<file path="config.mk">
export PLATFORM = sky130hd
export DESIGN_NAME = spi_reg_bridge
export DESIGN_NICKNAME = d
export VERILOG_FILES = /design/src/rtl/spi_reg_bridge.sv
export SDC_FILE = /design/constraint.sdc
export NUM_CORES = 1
export LEC_CHECK = 0
export BUFFER_PORTS_ARGS = -buffer_cell sky130_fd_sc_hd__buf_4
export CORE_MARGIN = 8
export CORE_UTILIZATION = 38
export CTS_BUF_LIST = sky130_fd_sc_hd__clkbuf_8
export CTS_CLUSTER_DIAMETER = 40
export DETAILED_ROUTE_END_ITERATION = 6
export GPL_TIMING_DRIVEN = 0
export PLACE_DENSITY = 0.66
export SLEW_MARGIN = 20
export SYNTH_ARGS = -nofsm -noshare
export SYNTH_HDL_FRONTEND = slang
export SYNTH_SLANG_ARGS = --single-unit
</file>
<file path="constraint.sdc">
create_clock -name clk -period 3.2 [get_ports clk]
set_input_delay 0.48 -clock clk [delete_from_list [all_inputs] [get_ports clk]]
set_output_delay 0.48 -clock clk [all_outputs]
set_load 0.01 [all_outputs]
</file>
<file path="src/rtl/spi_reg_bridge.sv">
// SPI mode-0 slave that turns each chip-select frame into one register-bus transaction.
// SCK/CSN/MOSI are oversampled in the clk domain; all SPI edges are detected on synchronised copies.
module spi_reg_bridge #(
  parameter int ADDR_W      = 10,
  parameter int DATA_W      = 32,
  parameter int SYNC_STAGES = 2,
  parameter int TIMEOUT     = 15
) (
  input  logic              clk,
  input  logic              rstn,
  input  logic              spi_sck,
  input  logic              spi_csn,
  input  logic              spi_mosi,
  output logic              spi_miso,
  output logic              spi_miso_oe,
  output logic              val,
  output logic [ADDR_W-1:0] addr,
  output logic              write,
  output logic [DATA_W-1:0] wdata,
  input  logic [DATA_W-1:0] rdata,
  input  logic              ready,
  output logic              busy,
  output logic              frame_err,
  output logic              timeout_err
);

  localparam int CNT_W  = $clog2(DATA_W) + 1;
  localparam int TCNT_W = $clog2(TIMEOUT + 1);

  typedef enum logic [2:0] {
    IDLE   = 3'd0,
    CMD    = 3'd1,
    WDATA  = 3'd2,
    BUS_WR = 3'd3,
    BUS_RD = 3'd4,
    TURN   = 3'd5,
    RDATA  = 3'd6,
    DRAIN  = 3'd7
  } state_t;

  state_t state, state_next;

  logic [SYNC_STAGES-1:0] sck_sr, csn_sr, mosi_sr;
  logic sck_s, csn_s, mosi_s, sck_prev, csn_prev;
  logic sck_rise, sck_fall, csn_rise, csn_fall;

  logic [DATA_W-2:0] rx;
  logic [DATA_W-1:0] rx_next;
  logic [15:0]       cmd_word;
  logic [9:0]        cmd_addr;
  logic [DATA_W-1:0] tx;
  logic [CNT_W-1:0]  bitcnt;
  logic [TCNT_W-1:0] tcnt;
  logic loaded, abort, err_set;
  logic bus_state, bus_tmo, bus_done, count_edge;

  // Chip select synchronises to idle-high so miso_oe stays low through reset.
  always_ff @(posedge clk or negedge rstn) begin
    if (!rstn) begin
      sck_sr   <= '0;
      csn_sr   <= '1;
      mosi_sr  <= '0;
      sck_prev <= 1'b0;
      csn_prev <= 1'b1;
    end else begin
      sck_sr   <= {sck_sr[SYNC_STAGES-2:0], spi_sck};
      csn_sr   <= {csn_sr[SYNC_STAGES-2:0], spi_csn};
      mosi_sr  <= {mosi_sr[SYNC_STAGES-2:0], spi_mosi};
      sck_prev <= sck_s;
      csn_prev <= csn_s;
    end
  end

  assign sck_s    = sck_sr[SYNC_STAGES-1];
  assign csn_s    = csn_sr[SYNC_STAGES-1];
  assign mosi_s   = mosi_sr[SYNC_STAGES-1];
  assign sck_rise = sck_s & ~sck_prev;
  assign sck_fall = ~sck_s & sck_prev;
  assign csn_rise = csn_s & ~csn_prev;
  assign csn_fall = ~csn_s & csn_prev;

  assign rx_next   = {rx, mosi_s};
  assign cmd_word  = rx_next[15:0];
  assign bus_state = (state == BUS_WR) || (state == BUS_RD);
  assign bus_tmo   = (tcnt == TCNT_W'(TIMEOUT - 1));
  assign bus_done  = bus_state && (ready || bus_tmo);

  always_ff @(posedge clk or negedge rstn) begin
    if (!rstn) state <= IDLE;
    else       state <= state_next;
  end

  always_comb begin
    state_next = state;
    err_set    = 1'b0;
    case (state)
      IDLE: if (csn_fall) state_next = CMD;
      CMD: begin
        if (csn_rise) begin
          state_next = IDLE;
          err_set    = 1'b1;
        end else if (sck_rise && bitcnt == CNT_W'(15)) begin
          if (cmd_word[14:10] != 5'd0) begin
            state_next = DRAIN;
            err_set    = 1'b1;
          end else begin
            state_next = cmd_word[15] ? WDATA : BUS_RD;
          end
        end
      end
      WDATA: begin
        if (csn_rise) begin
          state_next = IDLE;
          err_set    = 1'b1;
        end else if (sck_rise && bitcnt == CNT_W'(DATA_W - 1)) begin
          state_next = BUS_WR;
        end
      end
      // A frame abandoned during the bus phase still lets the transaction finish first.
      BUS_WR, BUS_RD: begin
        if (bus_done) begin
          if (abort || csn_rise) begin
            state_next = IDLE;
            err_set    = 1'b1;
          end else begin
            state_next = (state == BUS_WR) ? DRAIN : TURN;
          end
        end
      end
      TURN: begin
        if (csn_rise) begin
          state_next = IDLE;
          err_set    = 1'b1;
        end else if (sck_rise && bitcnt == CNT_W'(7)) begin
          state_next = RDATA;
        end
      end
      RDATA: begin
        if (csn_rise) begin
          state_next = IDLE;
          err_set    = 1'b1;
        end else if (sck_fall && loaded && bitcnt == CNT_W'(DATA_W - 1)) begin
          state_next = DRAIN;
        end
      end
      DRAIN: if (csn_s) state_next = IDLE;
      default: state_next = IDLE;
    endcase
  end

  always_comb begin
    val         = bus_state;
    busy        = (state != IDLE);
    spi_miso_oe = ~csn_s;
    spi_miso    = ((state == RDATA) && loaded) ? tx[DATA_W-1] : 1'b0;
  end

  // Dummy edges arriving while BUS_RD waits on the bus still count toward the turnaround.
  assign count_edge = (((state == CMD) || (state == WDATA) || (state == BUS_RD) ||
                        (state == TURN)) && sck_rise) ||
                      ((state == RDATA) && sck_fall && loaded);

  always_ff @(posedge clk or negedge rstn) begin
    if (!rstn) begin
      rx          <= '0;
      bitcnt      <= '0;
      tcnt        <= '0;
      tx          <= '0;
      loaded      <= 1'b0;
      abort       <= 1'b0;
      cmd_addr    <= '0;
      addr        <= '0;
      write       <= 1'b0;
      wdata       <= '0;
      frame_err   <= 1'b0;
      timeout_err <= 1'b0;
    end else begin
      frame_err <= err_set;
      if (bus_state && !ready && bus_tmo) timeout_err <= 1'b1;

      if (((state == CMD) || (state == WDATA)) && sck_rise) rx <= rx_next[DATA_W-2:0];

      if ((state_next != state) && (state != BUS_RD)) bitcnt <= '0;
      else if (count_edge)                             bitcnt <= bitcnt + 1'b1;

      if (bus_state) tcnt <= tcnt + 1'b1;
      else           tcnt <= '0;

      if ((state == CMD) && sck_rise && bitcnt == CNT_W'(15)) cmd_addr <= cmd_word[9:0];

      if ((state == WDATA) && (state_next == BUS_WR)) begin
        wdata <= rx_next;
        addr  <= ADDR_W'(cmd_addr);
        write <= 1'b1;
      end else if ((state == CMD) && (state_next == BUS_RD)) begin
        addr  <= ADDR_W'(cmd_word[9:0]);
        write <= 1'b0;
      end

      // A timed-out read still answers, with a recognisable marker word.
      if ((state == BUS_RD) && bus_done)
        tx <= ready ? rdata : DATA_W'(32'hDEAD_BEEF);
      else if ((state == RDATA) && sck_fall && loaded)
        tx <= {tx[DATA_W-2:0], 1'b0};

      if (state != RDATA) loaded <= 1'b0;
      else if (sck_fall)  loaded <= 1'b1;

      if (state == IDLE)  abort <= 1'b0;
      else if (csn_rise)  abort <= 1'b1;
    end
  end

endmodule

</file>
# Word level (Yosys, flattened, before mapping)
# Cells that the tools add are included.
word_totals:
  output_inout_bits: 49
  ff_bits: 141
classes:
  n_reduce_logical: 37
  eq_ne: 16
  add_sub_neg: 2
  n_mux: 38
  n_bitwise: 8
ops:
  columns: ["operator", "count"]
  rows:
  - ["2-to-1 mux 32 bit", 3]
  - ["2-to-1 mux 3 bit", 14]
  - ["one-hot mux 3 bit (7 select lines)", 1]
  - ["2-to-1 mux 10 bit", 2]
  - ["logical AND 1 bit", 19]
  - ["== test 3 bit, second input constant", 5]
  - ["2-to-1 mux 1 bit", 13]
  - ["2-to-1 mux 6 bit", 2]
  - ["nonzero test 2 bit", 5]
  - ["== test 3 x 2 -> 1 bit, second input constant", 3]
  - ["logical OR 1 bit", 7]
  - ["adder 6 x 1 -> 6 bit, second input constant", 1]
  - ["== test 6 x 3 -> 1 bit, second input constant", 1]
  - ["== test 6 x 4 -> 1 bit, second input constant", 1]
  - ["== test 6 x 5 -> 1 bit, second input constant", 1]
  - ["!= test 3 bit, second input constant", 2]
  - ["nonzero test 5 bit", 1]
  - ["adder 4 x 1 -> 4 bit, second input constant", 1]
  - ["bitwise AND 1 bit", 4]
  - ["== test 4 bit, second input constant", 1]
  - ["2-to-1 mux 4 bit", 1]
  - ["inverter 1 bit", 4]
  - ["== test 3 x 1 -> 1 bit, second input constant", 1]
  - ["logical NOT 3 bit", 1]
  - ["other kinds (7)", 7]

# Logic depth before layout (Yosys ltp)
# Gate-level depths: netlist of the first run.
depth:
  depth_word: 11
  ltp_mapped: 9

# Worst setup path before layout of the first run
# Ideal clock, no wire load.
synth_timing:
  kind: "register to register"
  start: "register sck_prev"
  end: "register addr[0]"
  arrival_ps: 2344
  setup_slack_ps: 731
  path_stages_with_launch: 7
  t_required_ps: 3075
  synth_period_minus_slack_ps: 2469
  path_cell_list: "dfrtp_1 or4b_4 nand4b_4 or4_4 buf_6 mux2_4 mux2_4"
synth_via:
  elab_chain_cells: 9
synth_rtl:
  columns: ["element", "line_no", "rtl"]
  rows:
  - ["start: declaration", "44", "logic sck_s, csn_s, mosi_s, sck_prev, csn_prev;"]
  - ["start signal: assignment", "69", "sck_prev <= sck_s;"]
  - ["bitwise AND 1 bit / inverter 1 bit (equally long branches)", "78, 77", null]
  - ["logical AND 1 bit / bitwise AND 1 bit (equally long branches)", "142, 77", null]
  - ["logical AND 1 bit (on tied branches)", null, null]
  - ["2-to-1 mux 3 bit (on tied branches) (2 in a row)", null, null]
  - ["one-hot mux 3 bit (7 select lines) *", "96", "case (state)"]
  - ["== test 3 x 2 -> 1 bit / == test 3 bit (equally long branches)", "191, 195", null]
  - ["logical AND 1 bit (on tied branches)", "191, 195", null]
  - ["2-to-1 mux 10 bit / nonzero test 2 bit (equally long branches)", null, null]
  - ["end signal: assignment", "193", "addr <= ADDR_W'(cmd_addr);"]
  - ["end signal: assignment", "196", "addr <= ADDR_W'(cmd_word[9:0]);"]
  - ["end: declaration", "17", "output logic [ADDR_W-1:0] addr,"]
# Mark *: on every way between the ends. The rest lies on a longest branch, timed or not.
# A chain may end at the register's enable or synchronous reset.

# Worst setup path after layout of the first run
layout_timing:
  start: "register state[0]"
  end: "register wdata[4]"
layout_via:
  elab_chain_cells: 7
layout_rtl:
  columns: ["element", "line_no", "rtl"]
  rows:
  - ["start: declaration", "41", "state_t state, state_next;"]
  - ["start signal: assignment", "90", "else state <= state_next;"]
  - ["== test 3 x 2 -> 1 bit / == test 3 bit (equally long branches)", "84, 96, 126", null]
  - ["2-to-1 mux 2 bit / logical OR 1 bit (equally long branches)", "126, 84", null]
  - ["2-to-1 mux 3 bit / logical AND 1 bit (equally long branches)", "122, 86", null]
  - ["2-to-1 mux 3 bit", "121", "if (bus_done) begin"]
  - ["one-hot mux 3 bit (7 select lines)", "96", null]
  - ["== test 3 x 2 -> 1 bit", "191", "if ((state == WDATA) && (state_next == BUS_WR)) begin"]
  - ["logical AND 1 bit *", "191", null]
  - ["end signal: assignment", "192", "wdata <= rx_next;"]
  - ["end: declaration", "19", "output logic [DATA_W-1:0] wdata,"]
# Marks and branches as above.

==> results.py, run 1 <==
metrics = {
    "run_status": {
        "outcome": "complete, no violations",
    },
    "timing": {
        "clock_skew_ns": 0.0167,
        "final-hold-violation-count": 0,
        "worstMarginPinSlew_ns": 0.923,
        "fin_crit_ns": 2.81,
        "setup_violations": 0,
        "tns_ns": 0,
        "rsz0062_at_grt": "no",
        "period_share_pct": 87.8,
        "fmax_mhz": 356,
        "maxSlewViolCount": 0,
        "maxSlewHeadroom_pct": 37.9,
    },
    "global_routing": {
        "grt_pass1_wl_mm": 25.0,
        "antenna_found_initial": 0,
        "grt_max_degree": 79,
        "grt_pass1_vias": 4787,
        "grtUsageTotal_pct": 14.4,
        "overflow": 0,
    },
    "die": {
        "dieArea_mm2": 0.0211,
        "dieHeight_um": 145,
        "initial_core_util_pct": 38.6,
        "die_x_um": 145,
        "io_pins": 87,
        "rows": 47,
        "core_area_mm2": 0.0165,
    },
    "synth": {
        "synth.distinct_cells": 55,
        "netlist.top_cell.by_area": "dfrtp_1",
        "syn_inst": 535,
        "ys_top_cells_by_count": "dfrtp_1 (138), mux2_2 (75), nand2_1 (66), a31oi_1 (27), nor3b_1 (25)",
        "synth.avg_cell_area_um2": 11.9,
        "yosysWarningCount": 0,
        "synth_edf_count": 0,
        "netlist_area_mm2": 0.00635,
        "async_reset_ff_share_pct": 100,
        "synthTopCellsByArea": "dfrtp_1 (54%), mux2_2 (13%), mux2_4 (4.3%), nand2_1 (3.9%), nor3b_1 (3.0%)",
        "syn_nets": 576,
        "synth.most_common_cell": "dfrtp_1",
        "seq_area_frac_synth_pct": 55.6,
        "synth_top_area_share_pct": 54.4,
        "ys_seq_elements": 141,
        "synth_flop_cell": "dfrtp_1",
    },
    "routing": {
        "via_per_inst": 5.21,
        "drtPass1Iterations": 5,
        "num_vias": 4547,
        "drc": 0,
        "drt_iter0_drc": 297,
        "antenna_left": 0,
        "wirelength_mm": 14.7,
        "wl_per_cell_um": 16.8,
    },
    "clock_network": {
        "cts_setup_buffers": 0,
        "clk_latency_ns": 0.45,
        "cts_tree": "done",
        "cts.sinks": 141,
        "ctsResizeCount": 0,
        "cts_root_buffer": "clkbuf_8",
        "cts_inserted_buffers": 17,
        "h-tree-depth": 4,
        "cts-hold-fix-buffers": 0,
        "clockBufferDepth": 2,
        "clkTransAtPathRegs_ns": 0.08,
    },
    "placed_design": {
        "dp_hpwl_mm": 10.3,
        "gp_congestion": 0.853,
        "io_buffers": 85,
        "placed_cell_area_mm2": 0.00730,
    },
    "power": {
        "finalPower_w": 0.00426,
        "ir_worst_vdd_uv": 274,
        "leakagePower_nw": 3.75,
        "p_per_area_mw_per_mm2": 554,
    },
    "setup_path": {
        "cp_data_required_time_ns": 3.53,
        "end_kind": "flip-flop",
        "critPathArrivalTime_ns": 3.14,
        "path_class": "flip-flop to flip-flop",
        "r2r_end": "wdata[4]",
        "r2r_cells": 9,
        "r2r-start": "state[0]",
        "crit_path_start_kind": "flip-flop",
        "cp_max_fo": 10,
        "r2r_slack_ns": 0.39,
    },
    "finish": {
        "fin_area_mm2": 0.00769,
        "syn_to_final_growth_pct": 21.0,
        "num-fill-cells": 1555,
        "nNetsFinal": 681,
        "diodes": 0,
        "drive_gt1_share_pct": 34.9,
    },
    "worst_hold_path": {
        "hold_class": "primary input to async pin",
    },
    "job": {
        "drv_cap": 0,
    },
}
## power breakdown
group	leakage, nW	switching (W)	internal, W
clock network	0.202	0.000708	0.000692
registers	1.81	0.000175	0.00203
logic	1.73	0.000350	0.000310
total	3.75	0.00123	0.00303
## state kept, by name, summed over array words and instances (netlist names)
name	cells
sck_prev	1
abort	1
wdata	32
sck_sr	2
csn_sr	2
timeout_err	1
state	3
tx	32
csn_prev	1
addr	10
cmd_addr	10
write	1
tcnt	4
frame_err	1
loaded	1
bitcnt	6
mosi_sr	2
rx	31
## through the flow
step | instances | hold WS [ns] | worst slack (ns) | utilization [%]
CTS | 873 | 0.0203 | 0.430 | 46.7
finish | 873 | 0.00211 | 0.391 | 46.7
global placement | 840 | 0.342 | 0.454 | 44.1
floorplan | 535 | 0.184 | 0.731 | -
global route | 873 | 0.0362 | 0.222 | 46.7
detailed placement | 841 | 0.338 | 0.444 | 44.3
## worst max path at each step
stage | from | endpoint | slack [ns] | cells after the start
2_1_floorplan | sck_prev | addr[0] | 0.73 | 6
3_3_place_gp | ready | wdata[10] | 0.45 | 8
3_5_place_dp | ready | wdata[4] | 0.44 | 8
4_1_cts | state[0] | wdata[4] | 0.43 | 9
5_1_grt | state[0] | wdata[4] | 0.22 | 9
6_report | state[0] | wdata[4] | 0.39 | 9
## worst max-delay path, stage by stage (launching register included)
cell and delay [ns]:
dfrtp_1 0.33, clkbuf_1 0.35, nor2_1 0.17, a21oi_1 0.38
inv_1 0.23, o21ai_1 0.25, a31o_2 0.21, buf_2 0.18
buf_4 0.23, mux2_2 0.35
## area by class of cell
type                       instances  area (um^2)  area share (%)
clock buffer                      17          234            3.04
inverter                           9         33.8           0.440
sequential                       141         3530            46.0
buffer                            33          150            1.95
tap                              220          275            3.58
multi-input combinational        352         2640            34.3
timing repair buffer              86          673            8.76
clock inverter                    15          151            1.97
## layout by cell type (no fill, tap or decap), types with 3 or more instances in the layout
cell / count
inv_1: 13
clkbuf_8: 17
buf_1: 3
mux2_2: 75
nor2b_1: 7
mux2_4: 18
o21ai_0: 15
nor4_1: 7
nor2_1: 23
dfstp_2: 3
clkinv_4: 4
nand2_1: 66
clkbuf_1: 22
inv_6: 3
dfrtp_1: 138
nor3_1: 6
buf_2: 3
ha_1: 3
nor3b_1: 25
a31oi_1: 27
a32oi_1: 3
a21oi_1: 17
buf_4: 88
a31o_2: 4
nand3_1: 10
## cells by family after synthesis
| logic type | Yosys count | share of synthesized area (%) |
|---|---|---|
| xor+xnor | 3 | 0.414 |
| mux | 94 | 17.7 |
| fa+ha+maj | 3 | 0.591 |
| flops | 141 | 55.6 |
| compound gates | 88 | 9.04 |
| buf+inv | 42 | 2.90 |
| simple gates | 164 | 13.7 |
## metal layers
metal	GRT usage [%]	part of all wire (%)	vias to the layer above
met5	0	0	-
met4	4.84	1.3	0
met3	4.45	6.3	12
met2	22.4	46	145
met1	18.8	47	2256
li1	-	-	2134
Note: power is estimated with default switching activity, not from simulation.
==> run 2, diff against run 1 <==
REMOVE_ABC_BUFFERS = 1   (was default)
==> results.py, run 2 (synthesized netlist as in run 1, its figures left out) <==
metrics = {
    "global_routing": {
        "grtUsageTotal_pct": 13.9,
        "grt_pass1_wl_mm": 24.2,
        "antenna_found_initial": 0,
        "grt_max_degree": 72,
        "grt_pass1_vias": 4700,
        "overflow": 0,
    },
    "timing": {
        "setup_violations": 0,
        "hold_ws_ns": 0.134,
        "fin_crit_ns": 2.92,
        "rsz0062_at_grt": "no",
        "period_share_pct": 91.2,
        "maxSlewHeadroom_pct": 41.0,
        "maxSlewViolCount": 0,
        "worstMarginPinSlew_ns": 0.885,
        "final-hold-violation-count": 0,
        "clock_skew_ns": 0.0127,
        "fmax_mhz": 343,
    },
    "power": {
        "finalPower_w": 0.00442,
        "p_per_area_mw_per_mm2": 574,
        "leakagePower_nw": 3.76,
        "ir_worst_vdd_uv": 295,
    },
    "setup_path": {
        "r2r-start": "tcnt[0]",
        "slowest_delay_ns": 0.55,
        "cp_max_fo": 22,
        "crit_path_start_kind": "flip-flop",
        "path_class": "flip-flop to flip-flop",
        "cp_data_required_time_ns": 3.52,
        "cp_top_family": "compound AO/OA/AOI/OAI gates",
        "worstPathCellList": "inv_1 > ha_1 > a31oi_1 > nor3_1 > o21ai_1 > a31o_4 > mux2_2",
        "end_kind": "flip-flop",
        "r2r_cells": 7,
        "worst_path_max_delay_cell": "o21ai_1",
        "r2r_end": "wdata[19]",
        "critPathArrivalTime_ns": 3.24,
        "path_buf_inv": 1,
        "r2r_slack_ns": 0.28,
    },
    "clock_network": {
        "clockBufferDepth": 2,
        "cts_tree": "done",
        "cts_inserted_buffers": 17,
        "clkTransAtPathRegs_ns": 0.08,
        "cts.sinks": 141,
        "cts_root_buffer": "clkbuf_8",
        "clk_latency_ns": 0.45,
        "h-tree-depth": 4,
    },
    "die": {
        "io_pins": 87,
        "die_x_um": 145,
        "dieArea_mm2": 0.0211,
        "dieHeight_um": 145,
        "core_area_mm2": 0.0165,
        "initial_core_util_pct": 38.6,
        "rows": 47,
    },
    "run_status": {
        "outcome": "complete, no violations",
    },
    "placed_design": {
        "gp_congestion": 0.907,
        "dp_hpwl_mm": 9.67,
        "io_buffers": 86,
    },
    "worst_hold_path": {
        "holdPathEnd": "mosi_sr[0]",
        "worstHoldPathCells": 1,
        "hold_class": "primary input to flip-flop",
        "hp-start": "spi_mosi",
    },
    "finish": {
        "diodes": 0,
        "layout_commonest_cell": "dfrtp_1",
        "final_cell_mix": "dfrtp_1 (137), buf_4 (85), mux2_2 (75)",
        "reg_top3": "tx (32), wdata (32), rx (31)",
        "syn_to_final_growth_pct": 21.3,
        "nNetsFinal": 653,
        "drive_gt1_share_pct": 36.6,
    },
    "routing": {
        "num_vias": 4562,
        "antenna_left": 0,
        "wirelength_mm": 14.8,
        "drtPass1Iterations": 5,
        "drc": 0,
        "drt_iter0_drc": 305,
        "via_per_inst": 5.40,
        "wl_per_cell_um": 17.5,
    },
    "job": {
        "drv_cap": 0,
    },
}
## run 2: cell count changes in the layout (fill, tap and decap cells not counted), moves of 3 or more
cell / before / now
buf_1: 3 / 0
buf_2: 3 / 0
buf_4: 88 / 85
clkbuf_1: 22 / 0
clkinv_2: 0 / 3
## run 2: metal layers
metal  global-route usage [%]  part of all wire, %  wire (um)  up-vias
li1                         -                    -          -     2090
met1                     17.5                   43       6410     2234
met2                     20.9                   46       6790      203
met3                     6.06                  9.2       1370       35
met4                     4.63                  1.6        244        0
met5                        0                    0          0        -
## run 2: worst register-to-register path, stage by stage, from the launching register on
cell and delay (ns):
dfrtp_1 0.41, inv_1 0.06, ha_1 0.23, a31oi_1 0.49
nor3_1 0.14, o21ai_1 0.55, a31o_4 0.52, mux2_2 0.41
## run 2: cell type report
class / instances / area [um^2]
Clock buffer: 19 / 262
Clock inverter: 13 / 173
Fill cell: 1467 / 8760
Inverter: 9 / 33.8
Multi-Input combinational cell: 353 / 2680
Sequential cell: 141 / 3530
Tap cell: 220 / 275
Timing Repair Buffer: 90 / 746
## run 2: stage by stage
stage | cells | setup WS, ns | utilization (%) | area (um^2) | TNS [ns]
finish | 845 | 0.281 | 46.8 | 7700 | 0
global route | 845 | 0.130 | 46.8 | 7700 | 0
CTS | 844 | 0.0542 | 46.7 | 7680 | 0
detailed placement | 811 | 0.0797 | 44.0 | 7240 | 0
global placement | 808 | -0.495 | 43.3 | 7120 | -24.78
floorplan | 502 | 0.401 | - | 6200 | 0
## run 2: worst max-delay path by stage
stage / startpoint / to / slack, ns / cells past startpoint
final: tcnt[0] / wdata[19] / 0.28 / 7
after global routing: tcnt[0] / wdata[22] / 0.13 / 7
after CTS: state[2] / wdata[19] / 0.05 / 6
after detailed placement: state[2] / wdata[19] / 0.08 / 6
after global placement: state[0] / rx[19] / -0.50 / 3
after floorplan: state[2] / addr[9] / 0.40 / 6
## run 2: where the power goes
group	leakage [nW]	internal, W	switching, W
combinational	1.71	0.000315	0.000337
clock	0.234	0.000883	0.000667
sequential	1.81	0.00203	0.000196
total	3.76	0.00322	0.00120
## run 2: repair_timing
action / CTS / global route
resized for setup: 0 / 3
hold buffers: 1 / 0
setup endpoints to repair: 0 / 44
setup buffers: 0 / 0
hold endpoints to repair: 14 / 0
